`src/rtl/wb_rr_arbiter_pkg.sv`:
```
// Shared encodings for the round-robin result-path arbiter.
package wb_rr_arbiter_pkg;

    typedef enum logic {
        ST_IDLE  = 1'b0,
        ST_BURST = 1'b1
    } st_t;

    localparam logic [1:0] SRC_ALU  = 2'd0;
    localparam logic [1:0] SRC_MEM  = 2'd1;
    localparam logic [1:0] SRC_MDU  = 2'd2;
    localparam logic [1:0] SRC_LINK = 2'd3;

endpackage

```
`src/rtl/wb_rr_arbiter_if.sv`:
```
// Requester/sink bundle: four source words in, one registered word out.
interface wb_rr_arbiter_if #(parameter int WIDTH = 32);
    logic [3:0]       req;
    logic [WIDTH-1:0] in_a;
    logic [WIDTH-1:0] in_b;
    logic [WIDTH-1:0] in_c;
    logic [WIDTH-1:0] in_d;
    logic [3:0]       gnt;
    logic [WIDTH-1:0] out_data;
    logic [1:0]       out_src;
    logic             out_valid;
    logic             out_ready;

    modport master (
        output req, in_a, in_b, in_c, in_d, out_ready,
        input  gnt, out_data, out_src, out_valid
    );

    modport slave (
        input  req, in_a, in_b, in_c, in_d, out_ready,
        output gnt, out_data, out_src, out_valid
    );
endinterface

```
`src/rtl/wb_rr_arbiter_mux.sv`:
```
// 4:1 word steering, indexed by the source-number constants.
module Mux4_1
    import wb_rr_arbiter_pkg::*;
#(
    parameter int WIDTH = 32
) (
    input  logic [1:0]       sel,
    input  logic [WIDTH-1:0] a,
    input  logic [WIDTH-1:0] b,
    input  logic [WIDTH-1:0] c,
    input  logic [WIDTH-1:0] d,
    output logic [WIDTH-1:0] y
);
    always_comb begin
        y = a;
        case (sel)
            SRC_ALU:  y = a;
            SRC_MEM:  y = b;
            SRC_MDU:  y = c;
            SRC_LINK: y = d;
            default:  y = a;
        endcase
    end
endmodule

```
`src/rtl/wb_rr_arbiter.sv`:
```
// Bounded-burst round-robin arbiter feeding a single registered output stage.
module wb_rr_arbiter
    import wb_rr_arbiter_pkg::*;
#(
    parameter int WIDTH     = 32,
    parameter int MAX_BURST = 4
) (
    input  logic           clk,
    input  logic           rst_n,
    wb_rr_arbiter_if.slave bus
);
    st_t              st, nxt;
    logic [1:0]       ptr, own, scan_w, w, idx;
    logic [3:0]       cnt;
    logic             load, keep, acc, found;
    logic [WIDTH-1:0] mux_y;

    assign load = !bus.out_valid || bus.out_ready;
    assign keep = (st == ST_BURST) && bus.req[own] && (cnt < 4'(MAX_BURST));
    assign w    = keep ? own : scan_w;
    // rst_n gates the accept so gnt reads 0 while reset is held
    assign acc  = rst_n && load && (|bus.req);
    assign bus.gnt = acc ? (4'b0001 << w) : 4'b0000;

    always_comb begin
        scan_w = ptr;
        found  = 1'b0;
        idx    = ptr;
        for (int k = 0; k < 4; k++) begin
            idx = ptr + 2'(k);
            if (!found && bus.req[idx]) begin
                scan_w = idx;
                found  = 1'b1;
            end
        end
    end

    always_comb begin
        nxt = st;
        if (acc)
            nxt = ST_BURST;
        else if (load)
            nxt = ST_IDLE;
    end

    always_ff @(posedge clk or negedge rst_n) begin
        if (!rst_n) st <= ST_IDLE;
        else        st <= nxt;
    end

    Mux4_1 #(.WIDTH(WIDTH)) u_mux (
        .sel (w),
        .a   (bus.in_a),
        .b   (bus.in_b),
        .c   (bus.in_c),
        .d   (bus.in_d),
        .y   (mux_y)
    );

    always_ff @(posedge clk or negedge rst_n) begin
        if (!rst_n) begin
            bus.out_data  <= '0;
            bus.out_src   <= '0;
            bus.out_valid <= 1'b0;
            ptr           <= '0;
            own           <= '0;
            cnt           <= '0;
        end else if (acc) begin
            bus.out_data  <= mux_y;
            bus.out_src   <= w;
            bus.out_valid <= 1'b1;
            ptr           <= w + 2'd1;
            own           <= w;
            cnt           <= keep ? cnt + 4'd1 : 4'd1;
        end else if (load) begin
            // nothing requested: either the held word drains or there was none
            bus.out_valid <= 1'b0;
            cnt           <= '0;
        end
    end
endmodule

```
`src/flat_wrapper.sv`:
```
// flat-port wrapper written by rule: the top's interface ports become plain ports
module wb_rr_arbiter_flat import wb_rr_arbiter_pkg::*;
#(
    parameter int WIDTH     = 32,
    parameter int MAX_BURST = 4
)
  (clk, rst_n, bus_req, bus_in_a, bus_in_b, bus_in_c, bus_in_d, bus_out_ready, bus_gnt, bus_out_data, bus_out_src, bus_out_valid);
  wb_rr_arbiter_if #(.WIDTH(WIDTH)) bus_i ();
  input  logic clk;
  input  logic rst_n;
  input wire logic [$bits(bus_i.req)-1:0] bus_req;
  input wire logic [$bits(bus_i.in_a)-1:0] bus_in_a;
  input wire logic [$bits(bus_i.in_b)-1:0] bus_in_b;
  input wire logic [$bits(bus_i.in_c)-1:0] bus_in_c;
  input wire logic [$bits(bus_i.in_d)-1:0] bus_in_d;
  input wire logic [$bits(bus_i.out_ready)-1:0] bus_out_ready;
  output wire logic [$bits(bus_i.gnt)-1:0] bus_gnt;
  output wire logic [$bits(bus_i.out_data)-1:0] bus_out_data;
  output wire logic [$bits(bus_i.out_src)-1:0] bus_out_src;
  output wire logic [$bits(bus_i.out_valid)-1:0] bus_out_valid;
  assign bus_i.req = bus_req;
  assign bus_i.in_a = bus_in_a;
  assign bus_i.in_b = bus_in_b;
  assign bus_i.in_c = bus_in_c;
  assign bus_i.in_d = bus_in_d;
  assign bus_i.out_ready = bus_out_ready;
  assign bus_gnt = bus_i.gnt;
  assign bus_out_data = bus_i.out_data;
  assign bus_out_src = bus_i.out_src;
  assign bus_out_valid = bus_i.out_valid;
  wb_rr_arbiter #(.WIDTH(WIDTH), .MAX_BURST(MAX_BURST)) u_core (.clk(clk), .rst_n(rst_n), .bus(bus_i));
endmodule
```
`config.mk`:
```
export PLATFORM = sky130hd
export DESIGN_NAME = wb_rr_arbiter_flat
export DESIGN_NICKNAME = d
export VERILOG_FILES = /design/src/rtl/wb_rr_arbiter_pkg.sv /design/src/rtl/wb_rr_arbiter_if.sv /design/src/rtl/wb_rr_arbiter_mux.sv /design/src/rtl/wb_rr_arbiter.sv /design/src/flat_wrapper.sv
export SDC_FILE = /design/constraint.sdc
export NUM_CORES = 1
export LEC_CHECK = 0
export BUFFER_PORTS_ARGS = -buffer_cell sky130_fd_sc_hd__buf_2
export CORE_MARGIN = 2
export CORE_UTILIZATION = 37
export CTS_CLUSTER_DIAMETER = 40
export DETAILED_ROUTE_END_ITERATION = 10
export GPL_TIMING_DRIVEN = 0
export PLACE_DENSITY = 0.74
export SLEW_MARGIN = 40
export SYNTH_ARGS = -nofsm -noshare
export SYNTH_HDL_FRONTEND = slang
export SYNTH_SLANG_ARGS = --single-unit
```
`constraint.sdc`:
```
create_clock -name clk -period 2.85 [get_ports clk]
set_clock_uncertainty 0.15 [all_clocks]
set_input_delay 0.285 -clock clk [delete_from_list [all_inputs] [get_ports clk]]
set_output_delay 0.285 -clock clk [all_outputs]
set_load 0.05 [all_outputs]
```
; After elaboration in Yosys (flattened, before gate mapping)
; Cells that the tools add are included.
[classes]
bitwise_logic = 0
reduce_logical = 15
shift = 1
n_mux = 24
n_eq_ne = 3
order_cmp = 6
mul = 0
n_addsub = 5
div_mod_pow = 0
[op_table]
columns = operator, count
row1 = 32-bit case mux with 4 select lines, 1
row2 = 4-bit two-way mux, 4
row3 = "2-bit by 3-bit < comparator with 1-bit output, second input constant", 5
row4 = 1-bit binary-select mux with 2-bit select, 5
row5 = 1-bit two-way mux, 10
row6 = 2-bit two-way mux, 4
row7 = 1-bit logical AND, 7
row8 = "2-bit by 1-bit adder with 2-bit output, second input constant", 2
row9 = "2-bit adder, second input constant", 2
row10 = "4-bit by 1-bit adder with 4-bit output, second input constant", 1
row11 = "2-bit equality test, second input constant", 2
row12 = 1-bit zero test, 4
row13 = "4-bit by 3-bit < comparator with 1-bit output, second input constant", 1
row14 = 4-bit OR reduction, 1
row15 = "1-bit by 2-bit << shifter with 4-bit output, first input constant", 1
row16 = "2-bit by 1-bit equality test with 1-bit output, second input constant", 1
row17 = 2-bit zero test, 1
row18 = 2-bit nonzero test, 1
row19 = 1-bit logical OR, 1
[word_totals]
romBits = 0
latchBits = 0
reg_bits = 41
memories = 0
mem_bits_rw = 0
in_bits = 135
word_cells = 59
output_inout_bits = 39

; Depth between registers and ports, before layout
[logic_depth]
word_depth = 15
depth_mapped = 13
depth_no_buf = 10

; Hierarchy
; Synthesis repeated with hierarchy kept, for this count alone.
[hier_totals]
cells_unflattened = 165
hier_area_um2 = 2638.8
[by_module_without_submodules]
columns = mod, seq_area_each_um2, cells_each, instances, area_each_um2
row1 = wb_rr_arbiter, 1026.0, 126, 1, 1824.2
row2 = Mux4_1, 0.0, 39, 1, 814.5

; Least setup slack after synthesis
; Ideal clock, no wire load.
[synth_timing]
path_kind = flip-flop to output port
start = register u_core.bus.out_valid
end = output port bus_gnt[1]
required_time_ps = 2415
setup_slack_ps = -381
arrival_time_ps = 2796
path_buffers = 2
stages_incl_launch_ff = 9
path_cell_list = dfrtp_1 > or3b_4 > nor2_2 > mux2_4 > mux2i_1 > ha_1 > clkbuf_1 > clkbuf_1 > and2_1
[synth_via]
elab_chain_len = 5
elab_cells_between_ends = 9
classes_between = shift: 1 / mux: 2 / reduce/logical: 6
[synth_lines]
columns = element, line_no
row1 = from (decl), wb_rr_arbiter_if.sv:21  ; output gnt, out_data, out_src, out_valid
row2 = from (signal assigned), wb_rr_arbiter.sv:64  ; bus.out_valid <= 1'b0;
row3 = from (signal assigned), wb_rr_arbiter.sv:71  ; bus.out_valid <= 1'b1;
row4 = from (signal assigned), wb_rr_arbiter.sv:77  ; bus.out_valid <= 1'b0;
row5 = 1-bit logical AND (2 in series), --
row6 = 2-bit two-way mux, --
row7 = net u_core.u_mux.sel[0], wb_rr_arbiter_mux.sv:7  ; input logic [1:0] sel,
row8 = 1-bit by 2-bit << shifter with 4-bit output, --
row9 = 4-bit two-way mux, wb_rr_arbiter.sv:23  ; assign bus.gnt = acc ? (4'b0001 << w) : 4'b0000;
row10 = to (decl), flat_wrapper.sv:17  ; output wire logic [$bits(bus_i.gnt)-1:0] bus_gnt;
; The timed path passes the listed nets, and every way through them passes these cells.

; Worst setup path in the final report
[layout_timing]
start = register u_core.cnt[2]
end = output port bus_gnt[3]
[layout_via]
elab_chain_len = 5
[layout_lines]
columns = element, line_no
row1 = from (decl), wb_rr_arbiter.sv:14  ; logic [3:0] cnt;
row2 = from (signal assigned), wb_rr_arbiter.sv:74  ; cnt <= keep ? cnt + 4'd1 : 4'd1;
row3 = 4-bit by 3-bit < comparator with 1-bit output, wb_rr_arbiter.sv:19  ; assign keep = (st == ST_BURST) && bus.req[own] && (cnt < 4'(MAX_BURST));
row4 = 1-bit logical AND, wb_rr_arbiter.sv:19
row5 = 2-bit two-way mux, wb_rr_arbiter.sv:20  ; assign w = keep ? own : scan_w;
row6 = net u_core.u_mux.sel[0], wb_rr_arbiter_mux.sv:7
row7 = 1-bit by 2-bit << shifter with 4-bit output, wb_rr_arbiter.sv:23
row8 = 4-bit two-way mux, wb_rr_arbiter.sv:23
; The timed path passes the listed nets, and every way through them passes these cells.

==> results_dict.tcl <==
set metrics [dict create \
    worstPathCellList "or3b_4, nor2_4, mux2_4, mux2i_4, buf_4, ha_4, clkbuf_16, and2_4, buf_8" \
    setup.worst_path.start "u_core.cnt[2]" \
    required_ns 2.41 \
    seq_area_frac_synth_pct 41.7 \
    wirelength_um 9780 \
    cts_root_buf "clkbuf_8" \
    synth.largest_area_cell "dfrtp_1" \
    grt_pass1_wl_um 14800 \
    drv_slew 0 \
    synth_area_leaders "dfrtp_1 42%, a222oi_1 13%, o21ai_0 7.3%" \
    p_per_area_nw_per_um2 1310 \
    crit_end "bus_gnt[3]" \
    drv_cap 0 \
    dpl-instance-area_um2 3500 \
    cts_buffers 5 \
    synth-seq-cells 41 \
    rr_worst_depth 12 \
    vias 3132 \
    worst_slew_pin_slew_ns 0.581 \
    cts_sinks 41 \
    diodes 0 \
    total_power_uw 5240 \
    fmax_mhz 342 \
    cts.clk_slew.worst_paths_ns 0.08 \
    rsz0062_at_grt "yes" \
    final_area_um2 4010 \
    via_per_inst 5.53 \
    slowest_delay_ns 0.44 \
    cp_max_fo 10 \
    initial_core_util_pct 38.5 \
    drive_gt1_share_pct 51.7 \
    reg2reg_to "u_core.bus.out_data[9]" \
    pin_count 174 \
    syn_to_final_growth_pct 62.9 \
    crit_path_top_delay_cell "or3b_4" \
    nets 629 \
    synth_top_area_share_pct 41.7 \
    holdCritPathClass "in2reg" \
    core-area_um2 6390 \
    crit_arrival_ns 2.48 \
    clockBufferDepth 2 \
    yosysUniqueCellTypes 30 \
    p_leak_uw 0.00204 \
    drt_iter0_markers 281 \
    grtUsageTotal_pct 25.9 \
    cpLargestDelayFamily "simple AND/OR/NAND/NOR gates" \
    finalHoldViolations 0 \
    yosysWarnings 0 \
    period_needed_ns 2.92 \
    dp_slack_ns -0.452 \
    place_congestion 0.843 \
    tns_ns -0.245 \
    setup_slack_ns -0.0700 \
    die_w_um 85.5 \
    postRouteAntennaNets 0 \
    drtPass1Iterations 9 \
    die_y_um 85.5 \
    syn_area_um2 2460 \
    wl_per_cell_um 17.3 \
    cts_tree "yes" \
    grt_max_degree 43 \
    grt_antenna_before_repair 0 \
    synth_fp_nets 430 \
    dp_hpwl_um 7090 \
    worst-path-buf-inv 3 \
    setup_viol 7 \
    worst_slew_margin_rel_pct 61.1 \
    die_area_um2 7310 \
    r2r_slack_ns -0.06 \
    ir_drop_mv 0.747 \
    outcome "finished with violations" \
    grt_pass1_vias 3174 \
    violations "negative setup slack" \
    numPortBuffers 173 \
    clock_latency_ns 0.29 \
    post-route-period-util_pct 102 \
    cts-htree-levels 2 \
    syn_inst 289 \
    rr_startpoint "u_core.cnt[2]" \
    worstSetupPathType "reg2out" \
    startpoint_type "flip-flop" \
    num_rows 29 \
    crit_cells 9 \
    synth_area_per_cell_um2 8.51 \
    cp-end-kind "primary output" \
    overflow 0 \
    drc 0 \
]
==> cell usage after synthesis <==
library cell / number
a2111oi_2: 1
a21o_1: 1
a21oi_1: 35
a222oi_1: 32
a32o_1: 2
and2_1: 5
buf_4: 6
clkbuf_1: 19
clkbuf_2: 3
dfrtp_1: 41
ha_1: 6
inv_1: 3
mux2_4: 1
mux2i_1: 3
nand2_1: 38
nand2b_1: 1
nor2_1: 40
nor2_2: 2
nor2b_1: 3
nor3b_1: 1
o211ai_1: 1
o21ai_0: 36
o21ai_1: 1
o21bai_1: 1
o22a_1: 1
o22ai_1: 2
o31ai_1: 1
o41ai_2: 1
or2_1: 1
or3b_4: 1
==> kinds of logic (layout without fill, tap and decap cells) <==
family | Yosys count | after routing | share of synthesized area, %
AO/OA/AOI/OAI | 115 | 115 | 31.9
adder cells (fa/ha/maj) | 6 | 6 | 3.05
buffers and inverters | 31 | 231 | 5.80
flip-flops | 41 | 41 | 41.7
multiplexers | 4 | 4 | 1.83
AND/OR/NAND/NOR | 92 | 92 | 15.7
==> worst register-to-register path: cells and delay by family (launching register included) <==
family | cells | cell delay, ns
muxes | 2 | 0.45
DFF | 1 | 0.39
and+or+nand+nor | 3 | 0.66
adders and majority gates | 1 | 0.20
AOI/OAI and AO/OA | 3 | 0.57
buffers and inverters | 3 | 0.38
==> layout make-up <==
type                    instances  area [µm²]
multi-input cells             217        1430
clock buffers                   6        72.6
clock inverters                 2        10.0
inverters                       3        11.3
well taps                      77        96.3
plain buffers                  21         179
flip-flops and latches         41        1030
repair buffers                199        1170
fillers                       571        2380
==> where the power goes <==
group          internal (µW)  leakage (µW)  total [µW]  switching [µW]
clock network            170     0.0000450         368             198
registers                850      0.000519        1030             177
logic                   1460       0.00148        3850            2390
total                   2480       0.00204        5240            2770
==> worst min-delay path by stage <==
stage	startpoint	end	slack [ns]	cells past startpoint
2_1_floorplan	rst_n	u_core.bus.out_data[0]	-0.16	0
3_3_place_gp	u_core.bus.out_data[23]	u_core.bus.out_data[23]	0.31	2
3_5_place_dp	rst_n	u_core.bus.out_data[26]	0.16	1
4_1_cts	bus_in_a[17]	u_core.bus.out_data[17]	0.12	3
5_1_grt	bus_in_a[26]	u_core.bus.out_data[26]	0.12	3
6_report	bus_in_a[26]	u_core.bus.out_data[26]	0.11	3
==> state kept, by name, indices dropped and copies added, names as in the netlist <==
register and cells:
u_core.ptr 2, u_core.bus.out_data 32, u_core.bus.out_valid 1, u_core.cnt 4
u_core.bus.out_src 2
==> cell usage in the layout, fill, tap and decap left out, types with 6 or more instances in the layout <==
master,n
buf_4,24
buf_6,6
nor2_1,40
nand2_1,38
dfrtp_1,38
a222oi_1,32
buf_8,6
a21oi_1,33
o21ai_0,18
o21ai_1,19
buf_2,170
clkbuf_2,8
==> routing by layer <==
layer  global-route usage (%)  vias up  share of wire (%)
met4                     9.24        0                1.2
met1                     31.6     1457                 40
met2                     45.8      186                 50
li1                         -     1479                  -
met5                        0        -                  0
met3                     4.43       10                8.6
==> repair_timing <==
action                                  in CTS  in global routing
gates resized for setup                     35                 52
endpoints found under the hold margin       41                  0
cloned                                       0                  1
setup buffers                               16                  8
endpoints found under the setup margin      36                 36
pin swaps                                   10                 24
hold buffers                                 1                  0
==> through the flow <==
stage                     hold slack [ns]  utilization (%)  instances
final                               0.112             62.7        566
after global routing                0.120             62.7        566
after CTS                           0.124             59.7        559
after detailed placement            0.158             54.8        539
after global placement              0.306             54.7        539
after floorplan                    -0.161                -        289
Note: power is estimated with default switching activity, not from simulation.
